<file path="src/rtl/des_key_schedule_pkg.sv">
`default_nettype none
// ============================================================================
// Module   : des_key_schedule_pkg
// Purpose  : Shared DES key-schedule definitions. Holds the width constants,
//            the PC-1 / PC-2 selection tables, the per-round shift table, the
//            schedule FSM state type and small helpers for PC-1, the 28-bit
//            rotations and key-byte parity.
// Tables   : entries use DES bit numbering (1 = MSB of the source vector).
// Revision : 1.0 - initial release
// ============================================================================
package des_key_schedule_pkg;

    localparam int KEY_W      = 64;
    localparam int HALF_W     = 28;
    localparam int CD_W       = 2 * HALF_W;
    localparam int SUBKEY_W   = 48;
    localparam int ROUND_W    = 4;
    localparam int NUM_ROUNDS = 16;

    // PC-1: 64-bit key -> 56-bit C||D (parity bits 8,16,...,64 dropped)
    localparam logic [5:0] PC1_TAB [56] = '{
        6'd57, 6'd49, 6'd41, 6'd33, 6'd25, 6'd17, 6'd9,
        6'd1,  6'd58, 6'd50, 6'd42, 6'd34, 6'd26, 6'd18,
        6'd10, 6'd2,  6'd59, 6'd51, 6'd43, 6'd35, 6'd27,
        6'd19, 6'd11, 6'd3,  6'd60, 6'd52, 6'd44, 6'd36,
        6'd63, 6'd55, 6'd47, 6'd39, 6'd31, 6'd23, 6'd15,
        6'd7,  6'd62, 6'd54, 6'd46, 6'd38, 6'd30, 6'd22,
        6'd14, 6'd6,  6'd61, 6'd53, 6'd45, 6'd37, 6'd29,
        6'd21, 6'd13, 6'd5,  6'd28, 6'd20, 6'd12, 6'd4
    };

    // PC-2: 56-bit C||D -> 48-bit subkey
    localparam logic [5:0] PC2_TAB [48] = '{
        6'd14, 6'd17, 6'd11, 6'd24, 6'd1,  6'd5,
        6'd3,  6'd28, 6'd15, 6'd6,  6'd21, 6'd10,
        6'd23, 6'd19, 6'd12, 6'd4,  6'd26, 6'd8,
        6'd16, 6'd7,  6'd27, 6'd20, 6'd13, 6'd2,
        6'd41, 6'd52, 6'd31, 6'd37, 6'd47, 6'd55,
        6'd30, 6'd40, 6'd51, 6'd45, 6'd33, 6'd48,
        6'd44, 6'd49, 6'd39, 6'd56, 6'd34, 6'd53,
        6'd46, 6'd42, 6'd50, 6'd36, 6'd29, 6'd32
    };

    // Rotation applied when entering round r (0-based). The same table serves
    // decrypt order: entering decrypt round r rotates right by SHIFT_TAB[r],
    // which undoes encrypt round 16-r.
    localparam logic [1:0] SHIFT_TAB [16] = '{
        2'd1, 2'd1, 2'd2, 2'd2, 2'd2, 2'd2, 2'd2, 2'd2,
        2'd1, 2'd2, 2'd2, 2'd2, 2'd2, 2'd2, 2'd2, 2'd1
    };

    typedef enum logic [0:0] {
        ST_IDLE  = 1'b0,
        ST_ROUND = 1'b1
    } state_t;

    function automatic logic [CD_W-1:0] des_pc1(input logic [KEY_W-1:0] key);
        logic [CD_W-1:0] cd;
        logic [5:0]      src;
        logic [5:0]      dst;
        cd = '0;
        for (int i = 0; i < CD_W; i++) begin
            src     = 6'(KEY_W - int'(PC1_TAB[i]));
            dst     = 6'(CD_W - 1 - i);
            cd[dst] = key[src];
        end
        return cd;
    endfunction

    // Amount is always 1 or 2 in the DES schedule.
    function automatic logic [HALF_W-1:0] rotl28(input logic [HALF_W-1:0] x,
                                                input logic [1:0]        amt);
        return (amt == 2'd2) ? {x[HALF_W-3:0], x[HALF_W-1:HALF_W-2]}
                             : {x[HALF_W-2:0], x[HALF_W-1]};
    endfunction

    function automatic logic [HALF_W-1:0] rotr28(input logic [HALF_W-1:0] x,
                                                input logic [1:0]        amt);
        return (amt == 2'd2) ? {x[1:0], x[HALF_W-1:2]}
                             : {x[0], x[HALF_W-1:1]};
    endfunction

    // DES keys carry odd parity in every byte.
    function automatic logic des_key_parity_ok(input logic [KEY_W-1:0] key);
        return (^key[63:56]) & (^key[55:48]) & (^key[47:40]) & (^key[39:32]) &
               (^key[31:24]) & (^key[23:16]) & (^key[15:8])  & (^key[7:0]);
    endfunction

endpackage : des_key_schedule_pkg
`default_nettype wire

</file>
<file path="src/rtl/des_key_pc2.sv">
`default_nettype none
// ============================================================================
// Module   : des_key_pc2
// Purpose  : Combinational DES PC-2 selection, 56-bit C||D -> 48-bit subkey.
// Ports    : i_cd     - C (bits 55:28) concatenated with D (bits 27:0)
//            o_subkey - selected 48-bit round key, DES bit 1 at MSB
// Revision : 1.0 - initial release
// ============================================================================
module des_key_pc2
    import des_key_schedule_pkg::*;
(
    input  logic [CD_W-1:0]     i_cd,
    output logic [SUBKEY_W-1:0] o_subkey
);

    for (genvar g = 0; g < SUBKEY_W; g++) begin : g_pc2
        assign o_subkey[SUBKEY_W-1-g] = i_cd[CD_W - int'(PC2_TAB[g])];
    end

endmodule : des_key_pc2
`default_nettype wire

</file>
<file path="src/rtl/des_key_schedule.sv">
`default_nettype none
// ============================================================================
// Module   : des_key_schedule
// Purpose  : Sequential DES round-key generator. Loads a 64-bit key, applies
//            PC-1 once, then walks C/D through the per-round rotations and
//            emits PC-2(C,D) one subkey at a time under a valid/ack handshake,
//            in encrypt (K1..K16) or decrypt (K16..K1) order.
// Ports    : clk_i, rst_n_i     - clock, asynchronous active-low reset
//            key_i, decrypt_i   - key and direction, sampled on accepted start
//            start_i / ready_o  - load request / idle indication
//            subkey_o, round_o  - current subkey and its emission index
//            subkey_valid_o     - subkey_o / round_o valid, held until ack_i
//            ack_i              - consumer took the current subkey
//            key_err_o          - key parity failure flag
// Config   : DES_KEY_PARITY_CHECK_EN - when defined, a start with any key
//            byte of even parity is refused and key_err_o is raised until the
//            next accepted start. Undefined: key_err_o is tied low.
// Revision : 1.0 - initial release
// ============================================================================
module des_key_schedule
    import des_key_schedule_pkg::*;
(
    input  logic                clk_i,
    input  logic                rst_n_i,
    input  logic [KEY_W-1:0]    key_i,
    input  logic                decrypt_i,
    input  logic                start_i,
    input  logic                ack_i,
    output logic                ready_o,
    output logic [SUBKEY_W-1:0] subkey_o,
    output logic                subkey_valid_o,
    output logic [ROUND_W-1:0]  round_o,
    output logic                key_err_o
);

    state_t                r_state;
    state_t                w_state_nxt;
    logic [HALF_W-1:0]     r_c;
    logic [HALF_W-1:0]     r_d;
    logic [HALF_W-1:0]     w_c_nxt;
    logic [HALF_W-1:0]     w_d_nxt;
    logic [ROUND_W-1:0]    r_round;
    logic [ROUND_W-1:0]    w_round_nxt;
    logic [ROUND_W-1:0]    w_round_inc;
    logic                  r_dec;
    logic                  r_ready;
    logic                  r_valid;
    logic [SUBKEY_W-1:0]   r_subkey;
    logic [SUBKEY_W-1:0]   w_subkey;
    logic [CD_W-1:0]       w_pc1;
    logic [1:0]            w_shift;
    logic                  w_par_ok;
    logic                  w_load;
    logic                  w_adv;

    assign w_pc1       = des_pc1(key_i);
    assign w_round_inc = r_round + 4'd1;
    // At round 15 the increment wraps to 0; that shift is never used because
    // the final ack returns to IDLE without rotating.
    assign w_shift     = SHIFT_TAB[w_round_inc];

`ifdef DES_KEY_PARITY_CHECK_EN
    assign w_par_ok = des_key_parity_ok(key_i);
`else
    assign w_par_ok = 1'b1;
`endif

    // Next-state and next-datapath logic. C/D always hold the halves that
    // produced the currently presented subkey, so the subkey register is
    // loaded from PC-2 of the next C/D in the same edge.
    always_comb begin
        w_state_nxt = r_state;
        w_round_nxt = r_round;
        w_c_nxt     = r_c;
        w_d_nxt     = r_d;
        w_load      = 1'b0;
        w_adv       = 1'b0;
        case (r_state)
            ST_IDLE: begin
                if (start_i && w_par_ok) begin
                    w_load      = 1'b1;
                    w_state_nxt = ST_ROUND;
                    w_round_nxt = '0;
                    if (decrypt_i) begin
                        // K16 comes from C0/D0 directly (total shift is 28)
                        w_c_nxt = w_pc1[CD_W-1:HALF_W];
                        w_d_nxt = w_pc1[HALF_W-1:0];
                    end else begin
                        w_c_nxt = rotl28(w_pc1[CD_W-1:HALF_W], 2'd1);
                        w_d_nxt = rotl28(w_pc1[HALF_W-1:0], 2'd1);
                    end
                end
            end
            ST_ROUND: begin
                if (ack_i) begin
                    if (r_round == ROUND_W'(NUM_ROUNDS - 1)) begin
                        w_state_nxt = ST_IDLE;
                    end else begin
                        w_adv       = 1'b1;
                        w_round_nxt = w_round_inc;
                        if (r_dec) begin
                            w_c_nxt = rotr28(r_c, w_shift);
                            w_d_nxt = rotr28(r_d, w_shift);
                        end else begin
                            w_c_nxt = rotl28(r_c, w_shift);
                            w_d_nxt = rotl28(r_d, w_shift);
                        end
                    end
                end
            end
            default: begin
                w_state_nxt = ST_IDLE;
            end
        endcase
    end

    des_key_pc2 u_pc2 (
        .i_cd     ({w_c_nxt, w_d_nxt}),
        .o_subkey (w_subkey)
    );

    always_ff @(posedge clk_i or negedge rst_n_i) begin
        if (!rst_n_i) begin
            r_state <= ST_IDLE;
        end else begin
            r_state <= w_state_nxt;
        end
    end

    always_ff @(posedge clk_i or negedge rst_n_i) begin
        if (!rst_n_i) begin
            r_c      <= '0;
            r_d      <= '0;
            r_round  <= '0;
            r_dec    <= 1'b0;
            r_ready  <= 1'b1;
            r_valid  <= 1'b0;
            r_subkey <= '0;
        end else begin
            r_c     <= w_c_nxt;
            r_d     <= w_d_nxt;
            r_round <= w_round_nxt;
            r_ready <= (w_state_nxt == ST_IDLE);
            r_valid <= (w_state_nxt == ST_ROUND);
            if (w_load) begin
                r_dec <= decrypt_i;
            end
            if (w_load || w_adv) begin
                r_subkey <= w_subkey;
            end
        end
    end

`ifdef DES_KEY_PARITY_CHECK_EN
    logic r_key_err;
    logic w_par_fail;

    assign w_par_fail = (r_state == ST_IDLE) && start_i && !w_par_ok;

    always_ff @(posedge clk_i or negedge rst_n_i) begin
        if (!rst_n_i) begin
            r_key_err <= 1'b0;
        end else if (w_load) begin
            r_key_err <= 1'b0;
        end else if (w_par_fail) begin
            r_key_err <= 1'b1;
        end
    end

    assign key_err_o = r_key_err;
`else
    assign key_err_o = 1'b0;
`endif

    assign ready_o        = r_ready;
    assign subkey_valid_o = r_valid;
    assign subkey_o       = r_subkey;
    assign round_o        = r_round;

endmodule : des_key_schedule
`default_nettype wire

</file>
<file path="config.mk">
export PLATFORM = sky130hd
export DESIGN_NAME = des_key_schedule
export DESIGN_NICKNAME = d
export VERILOG_FILES = /design/src/rtl/des_key_schedule_pkg.sv /design/src/rtl/des_key_pc2.sv /design/src/rtl/des_key_schedule.sv
export SDC_FILE = /design/constraint.sdc
export NUM_CORES = 1
export LEC_CHECK = 0
export ABC_AREA = 1
export BUFFER_PORTS_ARGS = -buffer_cell sky130_fd_sc_hd__buf_2
export CAP_MARGIN = 5
export CORE_UTILIZATION = 52
export DETAILED_ROUTE_END_ITERATION = 10
export GPL_ROUTABILITY_DRIVEN = 1
export GPL_TIMING_DRIVEN = 1
export PLACE_DENSITY = 0.85
export SETUP_SLACK_MARGIN = 0.2
export SLEW_MARGIN = 40
export SYNTH_ARGS = -nofsm -noshare
export SYNTH_HDL_FRONTEND = slang
export SYNTH_SLANG_ARGS = --single-unit
</file>
<file path="constraint.sdc">
create_clock -name clk_i -period 1.9 [get_ports clk_i]
set_input_delay 0.38 -clock clk_i [delete_from_list [all_inputs] [get_ports clk_i]]
set_output_delay 0.38 -clock clk_i [all_outputs]
set_load 0.01 [all_outputs]
</file>
## Word level (Yosys, flattened, before mapping)

Memory sizes are Yosys's and may differ from the RTL's.
Index checks and enable logic that the tools add are counted.

- Add/sub/neg operators: 1
- Magnitude comparators: 1
- Equal/unequal tests: 5
- Mux-type cells: 29
- Bitwise logic cells: 3
- Reduce and logical (&&, ||, !) cells: 2

Operators by type and width:

| operator | number |
|---|---|
| two-way mux 28 bit | 14 |
| one-hot mux 28 bit (2 select lines) | 2 |
| two-way mux 4 bit | 3 |
| one-hot mux 4 bit (2 select lines) | 1 |
| two-way mux 1 bit | 6 |
| inequality test 2 bit (second input constant) | 3 |
| greater-or-equal comparator 5 bit (second input constant) | 1 |
| inverter 4 -> 5 bit | 1 |
| adder 4 x 1 -> 4 bit (second input constant) | 1 |
| == test 4 bit (second input constant) | 1 |
| two-way mux 2 bit | 2 |
| AND reduction 3 bit | 1 |
| == test 2 bit (second input constant) | 1 |
| inverter 1 bit | 2 |
| one-hot mux 1 bit (2 select lines) | 1 |
| logical OR 1 bit | 1 |

- Register bits: 111
- Bits in read-only memories: 32
- Bits of input ports: 69
- Memories kept: 1

Memories:

| memory | depth | width | rd ports | clocked after Yosys merged registers in | wr ports | RTL line | text |
|---|---|---|---|---|---|---|---|
| (name not given) | 16 | 2 | 1 | 0 | 0 | des_key_schedule.sv:60 | `assign w_shift = SHIFT_TAB[w_round_inc];` |

## Logic depth before layout (Yosys ltp)

- Depth in word-level cells: 11
- Depth in mapped cells: 17

## Hierarchy

Synthesis repeated with hierarchy kept, for this count alone.

- Cells, all modules: 1133
- Area total of the unflattened synthesis: 8077.7 um^2

Modules (own cells, without submodules):

| module | times used | cells each | area an instance (um^2) | seq. area each (um^2) |
|---|---|---|---|---|
| des_key_schedule | 1 | 1085 | 7717.4 | 2778.9 |
| des_key_pc2 | 1 | 48 | 360.3 | 0.0 |

## Worst setup path after synthesis

OpenSTA, ideal clock, no wires.

- Kind: reg-to-reg
- From: reg r_round[0], in the netlist round_o[0]
- To: reg r_subkey[43], in the netlist subkey_o[43]
- Arrival: 1829 ps
- Setup slack: -45 ps
- Stages on the path, launching flop included: 17
- Buffers on the path: 2
- Clock period less this slack: 1945 ps
- Cells stage by stage: dfrtp_1 -> inv_1 -> ha_1 -> nor2_1 -> nand3_1 -> nand2_1 -> nand2_1 -> buf_4 -> buf_4 -> nand3_1 -> nand3_1 -> nand2_1 -> nand2_1 -> nand2_1 -> nand2_1 -> nand2_1 -> nand2_1

- Cells in the longest elaborated chain, start to end: 11
- Elaborated cells on any way between the ends: 17
- Classes of those cells: add/sub: 1; eq/ne: 2; mux: 11; bitwise: 1; reduce/logical: 1; memory: 1

RTL lines:

| item | RTL line | text |
|---|---|---|
| from (decl) | des_key_schedule.sv:42 | `logic [ROUND_W-1:0] r_round;` |
| from (signal assigned) | des_key_schedule.sv:142 | `r_round <= w_round_nxt;` |
| adder 4 x 1 -> 4 bit | des_key_schedule.sv:57 | `assign w_round_inc = r_round + 4'd1;` |
| inverter 4 -> 5 bit (implied by the code) | des_key_schedule.sv:60 |  |
| memory (16 x 2 bit) | -- |  |
| two-way mux 2 bit (implied by the code) (2 in series) | des_key_schedule.sv:60 |  |
| == test 2 bit | des_key_schedule_pkg.sv:73, des_key_schedule_pkg.sv:79 |  |
| two-way mux 28 bit (on tied branches) | des_key_schedule_pkg.sv:73, des_key_schedule_pkg.sv:79 |  |
| two-way mux 28 bit | des_key_schedule.sv:101 | `if (r_dec) begin` |
| two-way mux 28 bit (*) | des_key_schedule.sv:96 | `if (r_round == ROUND_W'(NUM_ROUNDS - 1)) begin` |
| two-way mux 28 bit (*) | des_key_schedule.sv:95 | `if (ack_i) begin` |
| one-hot mux 28 bit (2 select lines) (*) | des_key_schedule.sv:78 | `case (r_state)` |
| named net u_pc2.i_cd[55] | des_key_pc2.sv:12 | `input logic [CD_W-1:0] i_cd,` |
| to (signal assigned) | des_key_schedule.sv:149 | `r_subkey <= w_subkey;` |
| to (decl) | des_key_schedule.sv:48 | `logic [SUBKEY_W-1:0] r_subkey;` |

The timed path passes the listed nets; every way through them passes the cells marked *. The select of a mux whose other input is x is not followed.
A chain may end at the register's enable or synchronous reset.

## Worst setup path after layout

- From: reg r_round[1], in the netlist round_o[1]
- To: reg r_subkey[28], in the netlist subkey_o[28]

The elaborated chain is that of the path after synthesis.

==> impl_metrics.prom <==
# TYPE chip_impl_metric gauge
chip_impl_metric{name="stdcell_count",unit=""} 1463
chip_impl_metric{name="worst_clock_skew",unit="ps"} 11.2
chip_impl_metric{name="routed_wirelength",unit="µm"} 26900
chip_impl_metric{name="netlist_area",unit="mm²"} 0.00743
chip_impl_metric{name="insertion_delay",unit="ps"} 370
chip_impl_metric{name="grt_overflow",unit=""} 0
chip_impl_metric{name="vdd_ir_drop_max",unit="V"} 0.000957
chip_impl_metric{name="cap_violations",unit=""} 0
chip_impl_metric{name="p_leak",unit="µW"} 0.00513
chip_impl_metric{name="routed_wire_length_per_instance",unit="µm"} 18.4
chip_impl_metric{name="warnings_synthesis",unit=""} 0
chip_impl_metric{name="die-area",unit="mm²"} 0.0148
chip_impl_info{name="worstSetupStartpointType",value="flop"} 1
chip_impl_info{name="critical_path.endpoint_type",value="flop"} 1
chip_impl_metric{name="layout_worst_path_cycle_share",unit="%"} 117
chip_impl_info{name="outcome",value="complete, but fails checks"} 1
chip_impl_metric{name="worst-endpoint-required",unit="ps"} 2150
chip_impl_metric{name="crit_fanout",unit=""} 14
chip_impl_metric{name="post_synth_inst_count",unit=""} 1155
chip_impl_metric{name="grt_pass1_vias",unit=""} 7745
chip_impl_metric{name="synth_cell_types",unit=""} 22
chip_impl_metric{name="crit_buf_inv",unit=""} 1
chip_impl_metric{name="numnets_final",unit=""} 1352
chip_impl_metric{name="start_util",unit="%"} 53.3
chip_impl_metric{name="track_usage",unit="%"} 32.4
chip_impl_info{name="violations_in_the_final_reports",value="negative setup slack"} 1
chip_impl_metric{name="max_stage_delay",unit="ps"} 480
chip_impl_metric{name="final_period_demand_of_the_worst_path",unit="ps"} 2220
chip_impl_metric{name="finalMaxSlewViolations",unit=""} 0
chip_impl_metric{name="synth_nets",unit=""} 1228
chip_impl_metric{name="place_worst_setup_slack",unit="ps"} -95.6
chip_impl_metric{name="die_height",unit="µm"} 122
chip_impl_metric{name="detail_route.iter0.violations",unit=""} 1350
chip_impl_info{name="rsz0062_at_grt",value="yes"} 1
chip_impl_metric{name="insertedDiodeCount",unit=""} 0
chip_impl_metric{name="slew-limit-headroom",unit="%"} 60.2
chip_impl_metric{name="setup_violations",unit=""} 106
chip_impl_info{name="setup.worst_path.class",value="reg -> reg"} 1
chip_impl_metric{name="hold_viol",unit=""} 0
chip_impl_metric{name="cts_made_buffers",unit=""} 9
chip_impl_metric{name="share_of_post_route_cells_with_drive_strength_above_1",unit="%"} 27.8
chip_impl_metric{name="routed-via-count",unit=""} 8966
chip_impl_metric{name="power_density_over_the_cells",unit="mW/mm²"} 2100
chip_impl_metric{name="num_rows",unit=""} 43
chip_impl_metric{name="detail_route.first_pass.iterations",unit=""} 7
chip_impl_metric{name="ys_seq_elements",unit=""} 111
chip_impl_info{name="clock_tree_from_tritoncts",value="yes"} 1
chip_impl_metric{name="place_congestion",unit=""} 0.897
chip_impl_metric{name="timing.fmax",unit="MHz"} 451
chip_impl_info{name="critical_path.slowest_cell",value="sky130_fd_sc_hd__dfrtp_2"} 1
chip_impl_metric{name="die_x",unit="µm"} 122
chip_impl_metric{name="route.detailed.vias_per_inst",unit=""} 6.13
chip_impl_metric{name="initial_antenna_violation_count",unit=""} 0
chip_impl_metric{name="coreArea",unit="mm²"} 0.0139
chip_impl_metric{name="first_pass_grt_wire_length",unit="µm"} 37600
chip_impl_metric{name="worst_pin_slew",unit="ps"} 597
chip_impl_metric{name="ioPinCount",unit=""} 124
chip_impl_metric{name="numPortBuffers",unit=""} 114
chip_impl_metric{name="drtAntennaViolNets",unit=""} 0
chip_impl_info{name="hold_wc_path_type",value="in -> reg"} 1
chip_impl_metric{name="clock_sinks",unit=""} 111
chip_impl_metric{name="postSynthAreaPerCell",unit="µm²"} 6.43
chip_impl_metric{name="synth_sequential_area_ratio",unit="%"} 37.4
chip_impl_metric{name="clkSlewWorstSetupHoldPaths",unit="ps"} 70
chip_impl_metric{name="cts_buffer_depth",unit=""} 2
chip_impl_info{name="clk_root_buffer_cell",value="sky130_fd_sc_hd__clkbuf_16"} 1
chip_impl_metric{name="ctsHtreeMaxLevel",unit=""} 3
chip_impl_metric{name="placed_cell_count",unit=""} 1423
chip_impl_metric{name="critical_path_arrival",unit="ps"} 2470
chip_impl_metric{name="drt_drc_violations_left",unit=""} 0
chip_impl_info{name="worst_path_cell_chain",value="ha_2 -> nor2_2 -> nand3_2 -> nand2_4 -> nand2_8 -> clkbuf_16 -> nand3_1 -> nand3_1 -> nand2_1 -> nand2_1 -> nand2_1 -> nand2_2 -> nand2_1 -> nand2_1"} 1
chip_impl_metric{name="largest_net_degree_at_the_start_of_global_routing",unit=""} 49
chip_impl_info{name="crit_path_frequent_cell",value="sky130_fd_sc_hd__nand2_1"} 1
chip_impl_metric{name="areaGrowthSynthToFinish",unit="%"} 30.3
chip_impl_metric{name="rrSetupSlack",unit="ps"} -320
chip_impl_metric{name="finalWorstSetupSlack",unit="ps"} -316
chip_impl_metric{name="dp_hpwl",unit="µm"} 14200
chip_impl_info{name="critPathTopFamily",value="simple AND/OR/NAND/NOR gates"} 1
==> path summary, 6_finish.rpt <==
path	from	end	depth (start not counted)
max	round_o[1]	subkey_o[28]	14
min	key_i[4]	r_c[3]	3
max reg2reg	round_o[1]	subkey_o[28]	14
min reg2reg	subkey_o[2]	subkey_o[2]	2
max in group asynchronous	rst_n_i	round_o[0]	3
min in group asynchronous	rst_n_i	r_c[24]	2
==> placed cells by master (no fill, tap or decap), drive strengths merged <==
cell	n
clkbuf	18
nand4	2
clkinv	1
nand3	182
clkinvlp	2
o211ai	4
bufinv	2
nor2	12
nand3b	1
buf	180
dfrtp	110
conb	1
dfstp	1
dlygate4sd3	1
ha	4
a21oi	96
o22ai	6
inv	134
nand2	420
o21ai	104
bufbuf	2
==> where the power goes <==
group / internal (µW) / switching [µW]
clock network: 1150 / 906
registers: 3570 / 1090
logic: 5390 / 8220
==> final cells by class <==
type                    instances  area (µm²)
inverters                     134         505
fillers                      1042        4250
clock buffers                  10         229
clock inverters                 5        83.8
flip-flops and latches        111        2780
well taps                     180         225
repair buffers                191        1610
multi-input cells             832        4250
==> through the flow <==
step                utilization [%]  hold WS (ps)  cell area, µm²  total power, µW  TNS, ps
floorplan                         -          84.4            7570            11700        0
global placement               60.7           370            8450            14000     -296
detailed placement             60.7           373            8450            14300    -2780
CTS                            65.8           286            9160            17700    -3400
global route                   69.5           306            9680            21500   -26690
finish                         69.5           291            9680            20300   -16200
==> sequential cells by signal, summed over array words and instances, names as in the netlist <==
name	flops
subkey_valid_o	1
round_o	4
r_d	28
r_c	28
ready_o	1
subkey_o	48
r_dec	1
==> repair_timing <==
action                                  in CTS  in global routing
buffers inserted                             4                  4
cloned                                       5                 11
endpoints found under the setup margin     108                108
endpoints found under the hold margin       22                  0
pin swaps                                    7                 21
resized for setup                           62                 64
hold buffers                                 1                  0
==> per-layer routing <==
metal	part of all wire [%]	track usage, %
met5	0	0
met2	45	51.4
met4	6.2	15.7
met1	36	43.3
met3	13	5.20
==> cell families (layout without fill, tap and decap cells) <==
family	after synthesis	count (layout)	synth area share [%]
and+or+nand+nor	616	617	35.1
adders and majority gates	4	4	0.674
AOI/OAI and AO/OA	210	210	14.4
DFF	111	111	37.4
buffers and inverters	213	340	12.3
other	1	1	0.0505
==> synth_stat cells (all sizes together) <==
library cell  instances  area share [%]
o21ai               104             7.0
nand3               182              12
conb                  1           0.050
buf                  43             3.8
nand4                 2            0.17
nand2               419              22
dfrtp               110              37
inv                 134             6.8
ha                    4            0.67
nor2                 12            0.71
clkbuf               36             1.8
a21oi                96             6.5
o211ai                4            0.40
dfstp                 1            0.35
nand3b                1            0.10
o22ai                 6            0.51
==> worst min-delay path, stage by stage <==
cell                      delay [ps]
sky130_fd_sc_hd__buf_2            90
sky130_fd_sc_hd__o21ai_0          80
sky130_fd_sc_hd__nand3_1          80
Note: power is estimated with default switching activity, not from simulation.
